`src/rtl/sram_port_arbiter_pkg.sv`:
```
// Shared types for the SRAM port arbiter: FSM states and the read-pipeline entry.
// ID_WIDTH is sized for the largest supported requester count (4).
package sram_port_arbiter_pkg;

  localparam int NREQ_MAX = 4;
  localparam int ID_WIDTH = $clog2(NREQ_MAX);

  typedef enum logic {
    S_INIT = 1'b0,
    S_RUN  = 1'b1
  } state_e;

  typedef struct packed {
    logic                vld;
    logic [ID_WIDTH-1:0] id;
  } rd_entry_t;

endpackage

```
`src/rtl/sram_rr_arbiter.sv`:
```
// Round-robin grant among NREQ requesters, scanning upward from the last winner.
// The pointer only moves on a transfer.
module sram_rr_arbiter
  import sram_port_arbiter_pkg::*;
#(
  parameter int NREQ = 2
) (
  input  logic                clk0,
  input  logic                rst0,
  input  logic [NREQ-1:0]     valid,
  input  logic                enable,
  input  logic                advance,
  output logic [NREQ-1:0]     grant,
  output logic [ID_WIDTH-1:0] grant_idx
);

  logic [ID_WIDTH-1:0] ptr;
  logic                found;

  always_ff @(posedge clk0 or posedge rst0) begin
    if (rst0)         ptr <= ID_WIDTH'(NREQ - 1);
    else if (advance) ptr <= grant_idx;
  end

  // Two passes: indices above the pointer first, then wrap to those at or below it.
  always_comb begin
    grant     = '0;
    grant_idx = '0;
    found     = 1'b0;
    for (int k = 0; k < NREQ; k++) begin
      if (enable && !found && valid[k] && (k > int'(ptr))) begin
        found     = 1'b1;
        grant[k]  = 1'b1;
        grant_idx = ID_WIDTH'(k);
      end
    end
    for (int k = 0; k < NREQ; k++) begin
      if (enable && !found && valid[k] && (k <= int'(ptr))) begin
        found     = 1'b1;
        grant[k]  = 1'b1;
        grant_idx = ID_WIDTH'(k);
      end
    end
  end

endmodule

```
`src/rtl/sram_port_arbiter.sv`:
```
// Shares one single-port OpenRAM macro between NREQ requesters with an optional
// zero-fill after reset. Read data returns two edges after acceptance.
//
// state  | meaning
// S_INIT | writing zero to every word, requesters held off
// S_RUN  | round-robin arbitration, one macro command per cycle
module sram_port_arbiter
  import sram_port_arbiter_pkg::*;
#(
  parameter int DATA_WIDTH = 2,
  parameter int ADDR_WIDTH = 4,
  parameter int NREQ       = 2,
  parameter bit INIT_ZERO  = 1'b1
) (
  input  logic                       clk0,
  input  logic                       rst0,
  input  logic [NREQ-1:0]            req_valid,
  output logic [NREQ-1:0]            req_ready,
  input  logic [NREQ-1:0]            req_we,
  input  logic [NREQ*ADDR_WIDTH-1:0] req_addr,
  input  logic [NREQ*DATA_WIDTH-1:0] req_din,
  output logic [NREQ-1:0]            rsp_valid,
  output logic [DATA_WIDTH-1:0]      rsp_data,
  output logic                       init_done,
  output logic                       csb0,
  output logic                       web0,
  output logic [ADDR_WIDTH-1:0]      addr0,
  output logic [DATA_WIDTH-1:0]      din0,
  input  logic [DATA_WIDTH-1:0]      dout0
);

  localparam state_e RST_STATE = INIT_ZERO ? S_INIT : S_RUN;

  state_e                state_q, state_d;
  logic [ADDR_WIDTH-1:0] init_cnt, cnt_d;
  logic                  init_done_d;
  logic                  csb_d, web_d;
  logic [ADDR_WIDTH-1:0] addr_d, sel_addr;
  logic [DATA_WIDTH-1:0] din_d, sel_din;
  logic                  sel_we;
  logic [NREQ-1:0]       grant;
  logic [ID_WIDTH-1:0]   grant_idx;
  logic                  arb_en, xfer;
  rd_entry_t             pipe_in;
  rd_entry_t             rd_pipe [2];
  logic [NREQ-1:0]       rsp_onehot;

  // Gated by rst0 so an INIT_ZERO=0 instance shows no ready while held in reset.
  assign arb_en    = (state_q == S_RUN) && !rst0;
  assign xfer      = |grant;
  assign req_ready = grant;

  sram_rr_arbiter #(.NREQ(NREQ)) u_rr (
    .clk0      (clk0),
    .rst0      (rst0),
    .valid     (req_valid),
    .enable    (arb_en),
    .advance   (xfer),
    .grant     (grant),
    .grant_idx (grant_idx)
  );

  always_comb begin
    sel_we   = 1'b0;
    sel_addr = '0;
    sel_din  = '0;
    for (int k = 0; k < NREQ; k++) begin
      if (grant[k]) begin
        sel_we   = req_we[k];
        sel_addr = req_addr[k*ADDR_WIDTH +: ADDR_WIDTH];
        sel_din  = req_din[k*DATA_WIDTH +: DATA_WIDTH];
      end
    end
  end

  always_comb begin
    state_d     = state_q;
    cnt_d       = init_cnt;
    init_done_d = init_done;
    csb_d       = 1'b1;
    web_d       = 1'b1;
    addr_d      = addr0;
    din_d       = din0;
    pipe_in     = '0;
    case (state_q)
      S_INIT: begin
        csb_d  = 1'b0;
        web_d  = 1'b0;
        din_d  = '0;
        addr_d = init_cnt;
        if (init_cnt == {ADDR_WIDTH{1'b1}}) begin
          state_d     = S_RUN;
          init_done_d = 1'b1;
        end else begin
          cnt_d = init_cnt + 1'b1;
        end
      end
      S_RUN: begin
        init_done_d = 1'b1;
        if (xfer) begin
          csb_d       = 1'b0;
          web_d       = ~sel_we;
          addr_d      = sel_addr;
          din_d       = sel_din;
          pipe_in.vld = ~sel_we;
          pipe_in.id  = grant_idx;
        end
      end
      default: state_d = RST_STATE;
    endcase
  end

  always_comb begin
    rsp_onehot = '0;
    for (int k = 0; k < NREQ; k++) begin
      if (rd_pipe[1].vld && (rd_pipe[1].id == ID_WIDTH'(k))) rsp_onehot[k] = 1'b1;
    end
  end

  always_ff @(posedge clk0 or posedge rst0) begin
    if (rst0) begin
      state_q    <= RST_STATE;
      init_cnt   <= '0;
      init_done  <= 1'b0;
      csb0       <= 1'b1;
      web0       <= 1'b1;
      addr0      <= '0;
      din0       <= '0;
      rd_pipe[0] <= '0;
      rd_pipe[1] <= '0;
      rsp_valid  <= '0;
      rsp_data   <= '0;
    end else begin
      state_q    <= state_d;
      init_cnt   <= cnt_d;
      init_done  <= init_done_d;
      csb0       <= csb_d;
      web0       <= web_d;
      addr0      <= addr_d;
      din0       <= din_d;
      rd_pipe[0] <= pipe_in;
      rd_pipe[1] <= rd_pipe[0];
      rsp_valid  <= rsp_onehot;
      if (rd_pipe[1].vld) rsp_data <= dout0;
    end
  end

endmodule

```
`config.mk`:
```
export PLATFORM = sky130hd
export DESIGN_NAME = sram_port_arbiter
export DESIGN_NICKNAME = d
export VERILOG_FILES = /design/src/rtl/sram_port_arbiter_pkg.sv /design/src/rtl/sram_rr_arbiter.sv /design/src/rtl/sram_port_arbiter.sv
export SDC_FILE = /design/constraint.sdc
export NUM_CORES = 1
export LEC_CHECK = 0
export ABC_AREA = 1
export CORE_UTILIZATION = 35
export DETAILED_ROUTE_END_ITERATION = 7
export GPL_TIMING_DRIVEN = 0
export PLACE_DENSITY_LB_ADDON = 0.3
export SETUP_SLACK_MARGIN = 0.3
export SLEW_MARGIN = 5
export SYNTH_ARGS = -nofsm -noshare
export SYNTH_HDL_FRONTEND = slang
export SYNTH_HIERARCHICAL = 1
export SYNTH_SLANG_ARGS = --single-unit
```
`constraint.sdc`:
```
create_clock -name clk0 -period 2.15 [get_ports clk0]
set_input_delay 0.43 -clock clk0 [delete_from_list [all_inputs] [get_ports clk0]]
set_output_delay 0.43 -clock clk0 [all_outputs]
set_load 0.1 [all_outputs]
```
==> Word level (Yosys, flattened, before mapping) <==
Cells that the tools add are included.
W data, S select, Z words.
{ "word_totals": {"ff_bits": 26, "in_bits": 20} }
{ "op_classes": {"add_sub_neg": 1, "magnitude_cmp": 2, "eq_ne": 4, "n_mux": 29, "bitwise_logic": 3, "n_reduce_logical": 16} }
{ "op_table": {"columns": ["operator", "count"], "rows": [
  ["$mux W1", 14],
  ["$mux W4", 3],
  ["$logic_and A1 B1 Y1", 10],
  ["$mux W2", 5],
  ["$pmux W4 S2", 1],
  ["$mux W3", 2],
  ["$pmux W1 S2", 3],
  ["$add A4 B1 Y4 const B", 1],
  ["$eq A4 B4 Y1 const B", 1],
  ["$pmux W2 S2", 1],
  ["$logic_not A1 Y1", 3],
  ["$not A1 Y1", 3],
  ["$eq A2 B1 Y1 const B", 1],
  ["$gt A1 B2 Y1 const A", 1],
  ["$le A1 B2 Y1 const A", 1],
  ["$logic_not A2 Y1", 1],
  ["$ne A2 B1 Y1 const B", 1],
  ["$ne A2 B2 Y1 const B", 1],
  ["$reduce_and A2 Y1", 1],
  ["$reduce_or A2 Y1", 1]
]} }

==> Logic depth before layout (Yosys ltp) <==
{ "depth": {"depth_word": 18, "mapped_depth": 12} }

==> By module <==
The synthesis kept the hierarchy.
{ "modules_own_cells": {"columns": ["module", "n_inst", "cells_each", "area_each_um2", "seq_area_each_um2"], "rows": [
  ["sram_port_arbiter", 1, 123, 1098.6, 603.1],
  ["sram_rr_arbiter", 1, 15, 90.1, 26.3]
]} }

==> Worst setup path after synthesis <==
OpenSTA, ideal clock, no wires.
{ "synth_timing": {"path_kind": "reg-to-reg", "start": "reg state_q", "end": "reg addr0[0]", "setup_time_ns": 0.120, "t_arrival_ns": 3.016, "setup_slack_ns": -0.986, "stages_incl_launch_ff": 11, "n_path_buf": 1, "synth_period_minus_slack_ns": 3.136, "cell_sequence": "dfrtp_1 buf_12 inv_8 nor2_1 nand2_1 a21oi_1 inv_2 nand2_8 nor2_8 nand2_1 nand2_1"} }
{ "synth_rtl": {"columns": ["item", "line_no", "rtl"], "rows": [
  ["start: declaration", "sram_port_arbiter.sv:34", "state_e state_q, state_d;"],
  ["start signal: assignment", "sram_port_arbiter.sv:134", "state_q <= state_d;"],
  ["$logic_and A1 B1 Y1 (*)", "sram_port_arbiter.sv:49", "assign arb_en = (state_q == S_RUN) && !rst0;"],
  ["via arb_en", "sram_port_arbiter.sv:43", "logic arb_en, xfer;"],
  ["$logic_and A1 B1 Y1 (2 in series)", "sram_rr_arbiter.sv:31", "if (enable && !found && valid[k] && (k > int'(ptr))) begin"],
  ["$mux W1", "sram_rr_arbiter.sv:31", null],
  ["$logic_not A1 Y1", "sram_rr_arbiter.sv:38", "if (enable && !found && valid[k] && (k <= int'(ptr))) begin"],
  ["$logic_and A1 B1 Y1 (*) (2 in series)", "sram_rr_arbiter.sv:38", null],
  ["$mux W1 (*)", "sram_rr_arbiter.sv:38", null],
  ["via req_ready[0]", "sram_port_arbiter.sv:18", "output logic [NREQ-1:0] req_ready,"],
  ["$reduce_or A2 Y1 (*)", "sram_port_arbiter.sv:50", "assign xfer = |grant;"],
  ["via xfer", "sram_port_arbiter.sv:43", null],
  ["$ne A2 B1 Y1 (no line) (*)", null, null],
  ["end signal: assignment", "sram_port_arbiter.sv:139", "addr0 <= addr_d;"],
  ["end: declaration", "sram_port_arbiter.sv:27", "output logic [ADDR_WIDTH-1:0] addr0,"]
]} }
The timed path passes the listed nets; every way through them passes the cells marked *. The select of a mux whose other input is x is not followed.
A chain may end at the register's enable or synchronous reset.

==> Worst setup path after layout <==
{ "layout_timing": {"start": "in req_valid[1]", "end": "out req_ready[1]"} }
{ "layout_via": {"elab_chain_cells": 12} }
{ "layout_rtl": {"columns": ["item", "line_no", "rtl"], "rows": [
  ["start: declaration", "sram_port_arbiter.sv:17", "input logic [NREQ-1:0] req_valid,"],
  ["$logic_and A1 B1 Y1 (2 in series)", "sram_rr_arbiter.sv:31", null],
  ["$mux W1", "sram_rr_arbiter.sv:31", null],
  ["$logic_not A1 Y1", "sram_rr_arbiter.sv:38", null],
  ["$logic_and A1 B1 Y1 (2 in series)", "sram_rr_arbiter.sv:38", null],
  ["$mux W1", "sram_rr_arbiter.sv:38", null],
  ["$logic_not A1 Y1", "sram_rr_arbiter.sv:38", null],
  ["$logic_and A1 B1 Y1 (3 in series)", "sram_rr_arbiter.sv:38", null],
  ["$mux W1 (*)", "sram_rr_arbiter.sv:38", null],
  ["end: declaration", "sram_port_arbiter.sv:18", null]
]} }
Mark *: on every way between the ends. The rest lies on a longest branch, timed or not.

==> results by group <==
Cells and area
  – Final net count: 203
  – Antenna Cells: 0
  – Final core occ: 54.96%
  – Final non-filler cell total: 225
  – Layout area overhead: 44.63%
  – Share of cells above drive strength 1: 25.41%

Logic synthesis
  – Ranking of synthesized cells by area: dfrtp_1, nand2_1, dfstp_2
  – Top-area cell type share of the netlist area: 46.32%
  – Area leader, netlist: dfrtp_1
  – Post-synthesis cell type count: 25
  – YS warnings: 6
  – Syn Area/Cell: 8.613 sq um
  – Synthesized cell area: 1189 sq um
  – Sequential area share after synthesis: 52.95%
  – Synth Net Count: 159
  – Cells after synthesis: 138
  – Post-synthesis register bit count: 25

Place
  – Inst Count DP: 216
  – Final GP Congestion: 0.7511
  – Detail Placement HPWL: 1874 um
  – PortBufs: 34

Route
  – TritonRoute pass-1 iters: 4
  – Wl on met1: 984 um
  – Met3 wire length: 119 um
  – Highest metal used: met4
  – Initial DRC count: 30
  – Post-route ant nets: 0
  – Total wire length: 2453 um
  – Met2 wire len: 1285 um
  – Routed WL per cell: 10.90 um
  – Via count: 1049
  – Residual DRC: 0
  – Routed vias/inst: 4.662

Timing
  – Fin. Hold Viols: 0
  – Setup violators final: 0
  – Tightest Pin Transition: 859.7 ps
  – Clock skew: 2.690 ps
  – Slew Limit Fails: 0
  – Period Utilization, post-route: 86.23%
  – RSZ-0062 raised after global routing: true
  – Relative slew margins: 42.62%
  – Tmin final: 1854 ps
  – Setup Total Neg Slack: 0 ps
  – Max Freq: 539.4 MHz

Clock tree
  – H-tree levels: 1
  – Clk sink count: 25
  – Clock-pin transition on the worst setup and hold timing paths: 130 ps
  – Clock Path Buffers: 2
  – CTS Root Buffer Type: clkbuf_4
  – Clock Latency Late Sink: 320 ps
  – CTS Buf Count: 3
  – CTS tree: built

Critical path
  – Max incr delay on CP: 550 ps
  – WP data required: 1720 ps
  – Kind of cell adding the most delay to the critical path: buffers and inverters
  – CP endpoint kind: output port
  – Slowest CP cell: clkdlybuf4s50_1
  – Crit path launch type: input pin
  – Kind of critical path: in2out
  – Data arrival, critical path: 1420 ps
  – Buf/Inv on CP: 2
  – Critical Path Fanout Max: 2
  – Critical-path cell list: clkdlybuf4s50_1 > nand2_2 > a21oi_4 > buf_12

Worst hold path
  – Hold/Removal Path Class: in2async

Floorplanning
  – I/O pin count: 35
  – Row count: 20
  – Die Span Y: 60.28 um
  – Die Area: 3633 sq um
  – Initial Utilization: 38.00%
  – Core area: 3128 sq um
  – Die Span X: 60.28 um

GRT
  – Vias in the first global route: 1050
  – Congestion Overflow GR: 0
  – GRT Util Overall: 16.11%
  – Initial antenna violation count: 0
  – First-pass GRT wire length: 4257 um
  – Largest net degree at the start of global routing: 25

Pwr
  – Total power: 1233 uW
  – VDD IR max: 0.0003236 V
  – Power Dens Cells: 717.0 nW/um^2
  – Leakage Power: 0.0008700 uW

Run
  – Max cap viols: 0

Outcome
  – Status: completed
-- per-layer routing --
layer | up-vias | track usage, %
met5 | - | 0
met1 | 498 | 19.16
li1 | 510 | -
met2 | 34 | 27.94
met4 | 0 | 7.641
met3 | 7 | 2.597
-- power by group --
group	switching (uW)	internal, uW	total [uW]
clock	141	71.1	212
sequential	23.0	518	541
combinational	356	123	480
total	520	712	1230
-- path summary, 6_finish.rpt --
| kind | from | slack, ps | cells past startpoint | to |
|---|---|---|---|---|
| worst min register to register | rd_pipe[4] | 370 | 0 | rd_pipe[1] |
| worst max-delay path | req_valid[1] | 300 | 4 | req_ready[1] |
| max in group asynchronous | rst0 | 1160 | 2 | addr0[3] |
| min in group clk0 | rd_pipe[4] | 370 | 0 | rd_pipe[1] |
| worst min-delay path | rst0 | 270 | 2 | u_rr/ptr[0] |
| worst max register to register | state_q | 560 | 13 | addr0[0] |
-- Yosys cell counts --
| cell | count |
|---|---|
| inv_4 | 1 |
| dfstp_2 | 3 |
| dfrtp_1 | 22 |
| inv_2 | 3 |
| a21oi_1 | 9 |
| inv_1 | 11 |
| nor3b_1 | 1 |
| nand3_1 | 7 |
| nand2_8 | 1 |
| buf_4 | 1 |
| or2_1 | 1 |
| ha_1 | 1 |
| nand2_4 | 2 |
| nor2_8 | 1 |
| nand4_1 | 1 |
| nor3_1 | 2 |
| conb_1 | 1 |
| nand2_1 | 55 |
| inv_8 | 1 |
| and3_1 | 1 |
| buf_6 | 1 |
| nor2_1 | 8 |
| buf_12 | 1 |
| nor2_2 | 2 |
| or2_0 | 1 |
-- cells by family (layout without fill, tap and decap cells) --
| group | count (synthesis) | count (layout) | share of synthesized area, % |
|---|---|---|---|
| flip-flops | 25 | 25 | 52.95 |
| buffers and inverters | 19 | 62 | 9.158 |
| adder cells (fa/ha/maj) | 1 | 1 | 1.052 |
| AND/OR/NAND/NOR | 83 | 83 | 32.74 |
| other | 1 | 1 | 0.3155 |
| AO/OA/AOI/OAI | 9 | 9 | 3.789 |
-- final cells by class --
| class | count | area [sq um] |
|---|---|---|
| sequential | 25 | 629.4 |
| fill | 303 | 1409 |
| inverter | 16 | 77.57 |
| clock buffer | 3 | 22.52 |
| multi-input combinational | 94 | 485.5 |
| tap | 44 | 55.05 |
| timing repair buffer | 39 | 402.9 |
| buffer | 3 | 38.79 |
| clock inverter | 1 | 7.507 |
-- worst reg2reg max path, delay by kind of cell (launching register included) --
kind | cells | cell delay [ps]
AND/OR/NAND/NOR | 7 | 510
buffers and inverters | 5 | 500
flip-flops | 1 | 390
AO/OA/AOI/OAI | 1 | 150
-- through the flow --
step | area (sq um) | setup WS (ps) | hold slack, ps
2_1_floorplan | 1226 | 245.4 | 319.7
3_3_place_gp | 1622 | -812.4 | 332.2
3_5_place_dp | 1622 | -840.5 | 337.8
4_1_cts | 1722 | 224.9 | 268.7
5_1_grt | 1719 | 247.1 | 279.3
6_report | 1719 | 296.1 | 273.6
-- layout by cell type, fill, tap and decap left out, drive strengths merged, types with 2 or more instances in the layout --
master and instances:
nand2 58, dfrtp 22, clkdlybuf4s50 17, inv 16, buf 12, clkdlybuf4s15 11, nor2 11, a21oi 9
nand3 7, clkbuf 3, dfstp 3, nor3 2, or2 2
-- flip-flops by register name (all words and copies together) (netlist names), 2 cells and up --
name / flops
din0: 2
rd_pipe: 6
rsp_valid: 2
init_cnt: 4
addr0: 4
rsp_data: 2
-- what timing repair did --
item                                    CTS  global route
hold buffers                              0             0
pin swaps                                 1             1
endpoints found under the setup margin   15             4
resized for setup                        60             4
setup buffers                             5             0
Power figures use the tool's default switching activity.
